===== src/rtl/frac_clk_pkg.sv =====
// Shared constants and helpers for the fractional clock-enable generator.
// Rate math: f_ce = inc * f_clkin / 2^ACC_W.
package frac_clk_pkg;

    localparam int ACC_W_DEF = 24;
    localparam int LOCK_CNT_W = 4;
    localparam logic [ACC_W_DEF-1:0] DEF_INC = 24'd621378;

    function automatic int ch_w(input int n);
        return (n > 1) ? $clog2(n) : 1;
    endfunction

    // Rounded increment for an elaboration-time target rate.
    function automatic longint unsigned inc_for(
        input longint unsigned f_out_hz,
        input longint unsigned f_in_hz,
        input int unsigned acc_w = ACC_W_DEF
    );
        return ((f_out_hz << acc_w) + f_in_hz / 2) / f_in_hz;
    endfunction

endpackage


===== src/rtl/frac_clk_gen_if.sv =====
// Configuration channel: one {ch,inc,en} beat per valid/ready transfer.
interface frac_clk_gen_if
    import frac_clk_pkg::*;
#(
    parameter int NCH   = 4,
    parameter int ACC_W = ACC_W_DEF
);
    localparam int CH_W = ch_w(NCH);

    logic             cfg_valid;
    logic             cfg_ready;
    logic [CH_W-1:0]  cfg_ch;
    logic [ACC_W-1:0] cfg_inc;
    logic             cfg_en;

    modport master (
        output cfg_valid, cfg_ch, cfg_inc, cfg_en,
        input  cfg_ready
    );

    modport slave (
        input  cfg_valid, cfg_ch, cfg_inc, cfg_en,
        output cfg_ready
    );

endinterface


===== src/rtl/frac_clk_chan.sv =====
// One channel: phase accumulator, toggle output, lock counter and
// the rules deciding when a pending update may take effect.
module frac_clk_chan
    import frac_clk_pkg::*;
#(
    parameter int               ACC_W    = ACC_W_DEF,
    parameter logic [ACC_W-1:0] DEF_INC  = ACC_W'(frac_clk_pkg::DEF_INC),
    parameter logic             DEF_EN   = 1'b1,
    parameter int               LOCK_CYC = 4
) (
    input  logic             clk,
    input  logic             rst_n,
    input  logic             pend_i,
    input  logic [ACC_W-1:0] pend_inc_i,
    input  logic             pend_en_i,
    output logic             apply_o,
    output logic             ce_o,
    output logic             clk_o,
    output logic             locked_o
);
    localparam logic [LOCK_CNT_W-1:0] LOCK_N = LOCK_CNT_W'(LOCK_CYC);

    logic [ACC_W-1:0]      acc_q, acc_d;
    logic [ACC_W-1:0]      inc_q, inc_d;
    logic                  en_q, en_d;
    logic                  ce_q, ce_d;
    logic                  tgl_q, tgl_d;
    logic [LOCK_CNT_W-1:0] cnt_q, cnt_d;
    logic                  lock_q, lock_d;

    logic [ACC_W:0] sum;
    logic           carry;
    logic           apply;

    always_comb begin
        sum   = {1'b0, acc_q} + {1'b0, inc_q};
        carry = en_q && sum[ACC_W];

        // A frozen (inc=0) channel has no carry to wait for.
        apply = 1'b0;
        if (pend_i) begin
            if (!en_q || inc_q == '0) apply = 1'b1;
            else if (pend_en_i)       apply = carry;
            else                      apply = !tgl_q && !ce_q && !carry;
        end

        acc_d = acc_q;
        inc_d = inc_q;
        en_d  = en_q;
        ce_d  = ce_q;
        tgl_d = tgl_q;
        cnt_d = cnt_q;

        if (en_q) begin
            acc_d = sum[ACC_W-1:0];
            ce_d  = carry;
            tgl_d = tgl_q ^ ce_q;
            if (carry && cnt_q != LOCK_N) cnt_d = cnt_q + 1'b1;
        end

        // Carry on the apply cycle is still emitted; new inc starts next add.
        if (apply) begin
            inc_d = pend_inc_i;
            en_d  = pend_en_i;
            cnt_d = '0;
            if (!pend_en_i) begin
                acc_d = '0;
                ce_d  = 1'b0;
                tgl_d = 1'b0;
            end else if (!en_q) begin
                acc_d = '0;
            end
        end

        lock_d = en_d && (inc_d != '0) && (cnt_d == LOCK_N);
    end

    always_ff @(posedge clk or negedge rst_n) begin
        if (!rst_n) begin
            acc_q  <= '0;
            inc_q  <= DEF_INC;
            en_q   <= DEF_EN;
            ce_q   <= 1'b0;
            tgl_q  <= 1'b0;
            cnt_q  <= '0;
            lock_q <= 1'b0;
        end else begin
            acc_q  <= acc_d;
            inc_q  <= inc_d;
            en_q   <= en_d;
            ce_q   <= ce_d;
            tgl_q  <= tgl_d;
            cnt_q  <= cnt_d;
            lock_q <= lock_d;
        end
    end

    assign apply_o  = apply;
    assign ce_o     = ce_q;
    assign clk_o    = tgl_q;
    assign locked_o = lock_q;

endmodule


===== src/rtl/frac_clk_gen.sv =====
// N-channel fractional clock-enable generator with a single shadow
// configuration slot shared by all channels.
module frac_clk_gen
    import frac_clk_pkg::*;
#(
    parameter int               NCH      = 4,
    parameter int               ACC_W    = ACC_W_DEF,
    parameter logic [ACC_W-1:0] DEF_INC  = ACC_W'(frac_clk_pkg::DEF_INC),
    parameter logic [NCH-1:0]   DEF_EN   = {NCH{1'b1}},
    parameter int               LOCK_CYC = 4
) (
    input  logic           clkin,
    input  logic           rst_n,
    frac_clk_gen_if.slave  cfg,
    output logic [NCH-1:0] ce_o,
    output logic [NCH-1:0] clk_o,
    output logic [NCH-1:0] locked_o
);
    localparam int CH_W  = ch_w(NCH);
    localparam int NSLOT = 1 << CH_W;

    logic             slot_vld_q, slot_vld_d;
    logic [CH_W-1:0]  slot_ch_q, slot_ch_d;
    logic [ACC_W-1:0] slot_inc_q, slot_inc_d;
    logic             slot_en_q, slot_en_d;

    logic [NSLOT-1:0] done_vec;
    logic             accept;
    logic             slot_done;

    assign cfg.cfg_ready = !slot_vld_q;

    always_comb begin
        accept     = cfg.cfg_valid && !slot_vld_q;
        slot_done  = slot_vld_q && done_vec[slot_ch_q];
        slot_vld_d = slot_vld_q;
        slot_ch_d  = slot_ch_q;
        slot_inc_d = slot_inc_q;
        slot_en_d  = slot_en_q;
        if (slot_done) slot_vld_d = 1'b0;
        if (accept) begin
            slot_vld_d = 1'b1;
            slot_ch_d  = cfg.cfg_ch;
            slot_inc_d = cfg.cfg_inc;
            slot_en_d  = cfg.cfg_en;
        end
    end

    always_ff @(posedge clkin or negedge rst_n) begin
        if (!rst_n) begin
            slot_vld_q <= 1'b0;
            slot_ch_q  <= '0;
            slot_inc_q <= '0;
            slot_en_q  <= 1'b0;
        end else begin
            slot_vld_q <= slot_vld_d;
            slot_ch_q  <= slot_ch_d;
            slot_inc_q <= slot_inc_d;
            slot_en_q  <= slot_en_d;
        end
    end

    for (genvar i = 0; i < NCH; i++) begin : g_ch
        frac_clk_chan #(
            .ACC_W    (ACC_W),
            .DEF_INC  (DEF_INC),
            .DEF_EN   (DEF_EN[i]),
            .LOCK_CYC (LOCK_CYC)
        ) u_chan (
            .clk        (clkin),
            .rst_n      (rst_n),
            .pend_i     (slot_vld_q && slot_ch_q == CH_W'(i)),
            .pend_inc_i (slot_inc_q),
            .pend_en_i  (slot_en_q),
            .apply_o    (done_vec[i]),
            .ce_o       (ce_o[i]),
            .clk_o      (clk_o[i]),
            .locked_o   (locked_o[i])
        );
    end

    // Beats aimed at nonexistent channels retire immediately.
    if (NSLOT > NCH) begin : g_pad
        assign done_vec[NSLOT-1:NCH] = '1;
    end

endmodule


===== src/flat_wrapper.sv =====
// flat-port wrapper written by rule: the top's interface ports become plain ports
module frac_clk_gen_flat import frac_clk_pkg::*;
#(
    parameter int               NCH      = 4,
    parameter int               ACC_W    = ACC_W_DEF,
    parameter logic [ACC_W-1:0] DEF_INC  = ACC_W'(frac_clk_pkg::DEF_INC),
    parameter logic [NCH-1:0]   DEF_EN   = {NCH{1'b1}},
    parameter int               LOCK_CYC = 4
)
  (clkin, rst_n, ce_o, clk_o, locked_o, cfg_cfg_valid, cfg_cfg_ch, cfg_cfg_inc, cfg_cfg_en, cfg_cfg_ready);
  frac_clk_gen_if #(.NCH(NCH), .ACC_W(ACC_W)) cfg_i ();
  input  logic clkin;
  input  logic rst_n;
  output logic [NCH-1:0] ce_o;
  output logic [NCH-1:0] clk_o;
  output logic [NCH-1:0] locked_o;
  input wire logic [$bits(cfg_i.cfg_valid)-1:0] cfg_cfg_valid;
  input wire logic [$bits(cfg_i.cfg_ch)-1:0] cfg_cfg_ch;
  input wire logic [$bits(cfg_i.cfg_inc)-1:0] cfg_cfg_inc;
  input wire logic [$bits(cfg_i.cfg_en)-1:0] cfg_cfg_en;
  output wire logic [$bits(cfg_i.cfg_ready)-1:0] cfg_cfg_ready;
  assign cfg_i.cfg_valid = cfg_cfg_valid;
  assign cfg_i.cfg_ch = cfg_cfg_ch;
  assign cfg_i.cfg_inc = cfg_cfg_inc;
  assign cfg_i.cfg_en = cfg_cfg_en;
  assign cfg_cfg_ready = cfg_i.cfg_ready;
  frac_clk_gen #(.NCH(NCH), .ACC_W(ACC_W), .DEF_INC(DEF_INC), .DEF_EN(DEF_EN), .LOCK_CYC(LOCK_CYC)) u_core (.clkin(clkin), .rst_n(rst_n), .cfg(cfg_i), .ce_o(ce_o), .clk_o(clk_o), .locked_o(locked_o));
endmodule

===== config.mk =====
export PLATFORM = sky130hd
export DESIGN_NAME = frac_clk_gen_flat
export DESIGN_NICKNAME = d
export VERILOG_FILES = /design/src/rtl/frac_clk_pkg.sv /design/src/rtl/frac_clk_gen_if.sv /design/src/rtl/frac_clk_chan.sv /design/src/rtl/frac_clk_gen.sv /design/src/flat_wrapper.sv
export SDC_FILE = /design/constraint.sdc
export NUM_CORES = 1
export LEC_CHECK = 0
export BUFFER_PORTS_ARGS = -buffer_cell sky130_fd_sc_hd__buf_2
export CORE_MARGIN = 2
export CORE_UTILIZATION = 55
export CTS_BUF_LIST = sky130_fd_sc_hd__clkbuf_2 sky130_fd_sc_hd__clkbuf_4 sky130_fd_sc_hd__clkbuf_8
export CTS_CLUSTER_DIAMETER = 120
export DETAILED_ROUTE_END_ITERATION = 16
export GPL_TIMING_DRIVEN = 0
export PLACE_DENSITY_LB_ADDON = 0.15
export RECOVER_POWER = 25
export SYNTH_ARGS = -nofsm -noshare
export SYNTH_HDL_FRONTEND = slang
export SYNTH_HIERARCHICAL = 1
export SYNTH_SLANG_ARGS = --single-unit
export TNS_END_PERCENT = 5

===== constraint.sdc =====
create_clock -name clkin -period 3.9 [get_ports clkin]
set_clock_uncertainty 0.1 [all_clocks]
set_input_delay 0.585 -clock clkin [delete_from_list [all_inputs] [get_ports clkin]]
set_output_delay 0.585 -clock clkin [all_outputs]
set_load 0.02 [all_outputs]

==> run_results.csv <==
group,metric,value,unit
final_layout,final_common_cell,"dfrtp_1",
synth,ys_types,84,
sta,setup-violations-final,0,
die,die_y,169.9,um
die,dieArea,28850,sq um
sta,finalCritPeriodShare,0.9140,
final_layout,drive_gt1_frac,0.2243,
route,wl_per_cell,19.69,um
final_layout,nFillCells,2172,
grt,grt-ovfl-total,0,
synth,ys_seq_area_frac,0.4204,
clock_network,clockBufferDepth,3,
clock_network,clk_pin_slew,0.06,ns
worst_setup_path,cp.arrival,3.95,ns
placed_design,dp_cells,1789,
final_layout,mostFrequentLayoutCells,"dfrtp_1, ha_1, mux2_2",
grt,grt_antenna_before_repair,0,
final_layout,syn_to_final_growth,11.18,%
clock_network,h-tree-depth,2,
sta,hold_violations,0,
sta,tightest_slew,2.236,ns
sta,drv_slew,87,
final_layout,multi_input_area,8337,sq um
final_layout,num-nets-final,1639,
synth,synth_edf_count,0,
route,via_per_inst,6.116,
sta,relSlewSlack,-0.4907,
die,core.rowCount,60,
sta,fin_crit,3.565,ns
synth,yosys_warnings,6,
clock_network,insertion_delay,0.56,ns
synth,syn_area,15130,sq um
run_status,status,"finished with violations",
worst_setup_path,cp_max_fo,10,
run_status,violations,"capacitance limit, slew limit",
synth,syn_inst,1404,
flow_run,cap_viol_max_count,1,
worst_hold_path,hold_path_class,"primary input to flop",
placed_design,place_congestion,0.8889,
grt,grt_pass1_vias,11290,
die,core,26950,sq um
placed_design,hpwl,25.73,mm
synth,synth.net_count,1546,
grt,track_usage,0.2631,
sta,fmax,280.5,MHz
sta,worst_slack,0.3354,ns
sta,whs,0.1495,ns
route,via_count,11470,
synth,async_flop_share,1.000,
route,antenna_left,0,
worst_setup_path,cp.required,4.28,ns
final_layout,final_util,0.6241,
synth,synthFlopType,"dfrtp_1",
clock_network,cts-resized-gates,0,
clock_network,tritoncts,"built",
clock_network,clock_sinks,252,
worst_setup_path,cp-start-kind,"flop",
clock_network,postCtsSetupRepairBufs,0,
worst_setup_path,critPathKind,"flop to flop",
grt,grt_pass1_wl,59.86,mm
route,drt_first_pass_iters,5,
worst_setup_path,critPathCaptureType,"flop",
clock_network,cts-root-buf,"clkbuf_8",
route,totalWireLength,36.93,mm
route,drt_iter0_markers,808,
route,drc_errors,0,
final_layout,diodes,0,
die,ios,43,
synth,synth_area_per_cell,10.78,sq um
placed_design,io_buffers,42,
die,die_w,169.9,um
final_layout,final_cells,1875,
placed_design,dp_slack,0.3335,ns
synth,ys_seq_elements,252,
die,initial_core_util,0.5614,
grt,grt_max_degree,116,
sta,rsz0062_at_grt,"no",
clock_network,numCtsBuffers,46,
final_layout,regArea,6361,sq um
-- kinds of logic after synthesis --
| logic type | after synthesis | synth area share |
|---|---|---|
| multiplexers | 137 | 0.1107 |
| flip-flops | 252 | 0.4204 |
| adder cells (fa/ha/maj) | 112 | 0.09461 |
| AND/OR/NAND/NOR | 345 | 0.1156 |
| buffers and inverters | 89 | 0.02837 |
| AO/OA/AOI/OAI | 399 | 0.1897 |
| XOR/XNOR | 70 | 0.04052 |
-- cell usage after synthesis (38+ instances only) --
cell type,n,area share
nand2_1,84,0.021
mux2_4,38,0.038
o21ai_0,76,0.025
nor2_1,83,0.021
a21oi_1,76,0.025
dfstp_2,44,0.076
mux2_2,91,0.068
a22o_1,47,0.027
ha_1,108,0.089
inv_1,50,0.012
dfrtp_1,208,0.34
xnor2_1,50,0.029
-- critical path, stage by stage, from the launching register on --
cell      delay [ns]
dfstp_2         0.56
inv_1           0.06
fa_1            0.39
nand2b_1        0.20
a21oi_2         0.32
o211ai_4        0.16
a211oi_4        0.37
o21ai_2         0.16
mux2_4          0.32
o21ai_2         0.17
inv_2           0.09
buf_6           0.16
mux2_2          0.27
o21ai_0         0.13
-- through the flow --
stage	TNS [ns]	area (sq um)
floorplan	0	15130
global placement	-549.99	15770
detailed placement	0	15830
CTS	0	16850
global route	0	16820
finish	0	16820
-- state kept, by name (all words and copies together) (netlist names) --
| name | flops |
|---|---|
| u_core/g_ch.u_chan/clk_o | 4 |
| u_core/g_ch.u_chan/en_q | 4 |
| u_core/slot_inc_q | 24 |
| u_core/slot_vld_q | 1 |
| u_core/g_ch.u_chan/inc_q | 96 |
| u_core/g_ch.u_chan/cnt_q | 16 |
| u_core/g_ch.u_chan/ce_o | 4 |
| u_core/slot_en_q | 1 |
| u_core/g_ch.u_chan/locked_o | 4 |
| u_core/g_ch.u_chan/acc_q | 96 |
| u_core/slot_ch_q | 2 |
-- timing repair --
item	CTS	global route
hold buffers	1	0
endpoints found under the setup margin	0	0
endpoints found under the hold margin	49	0
-- layout make-up --
| type | instances | share of cell area |
|---|---|---|
| Buffer | 38 | 0.01369 |
| Clock buffer | 75 | 0.05542 |
| Clock inverter | 10 | 0.004760 |
| Inverter | 51 | 0.01138 |
| Multi-Input combinational cell | 1063 | 0.4956 |
| Sequential cell | 252 | 0.3782 |
| Tap cell | 341 | 0.02536 |
| Timing Repair Buffer | 45 | 0.01562 |
-- routing by layer --
metal  vias to the layer above  global-route usage  routed length, um
met5                         -                   0                  0
met1                      5636              0.3761              17670
met4                         0             0.09885               1185
met3                        69             0.03628               1628
li1                       5464                   -                  -
met2                       299              0.4089              16450
-- worst paths after layout --
| check | start | to | slack (ns) | cells past startpoint |
|---|---|---|---|---|
| min reg2reg | u_core/g_ch[0].u_chan/acc_q[13] | u_core/g_ch[0].u_chan/acc_q[13] | 0.39 | 2 |
| max reg2reg | u_core/g_ch[3].u_chan/inc_q[1] | u_core/slot_vld_q | 0.34 | 13 |
| max in group asynchronous | rst_n | u_core/g_ch[1].u_chan/acc_q[1] | 0.71 | 4 |
| min in group asynchronous | rst_n | u_core/g_ch[3].u_chan/acc_q[16] | 0.41 | 2 |
| min | cfg_cfg_inc[13] | u_core/slot_inc_q[13] | 0.15 | 2 |
| max | u_core/g_ch[3].u_chan/inc_q[1] | u_core/slot_vld_q | 0.34 | 13 |
Power is not shown: default switching activity piles up to over one toggle a cycle in this logic, so the estimate is an artifact.
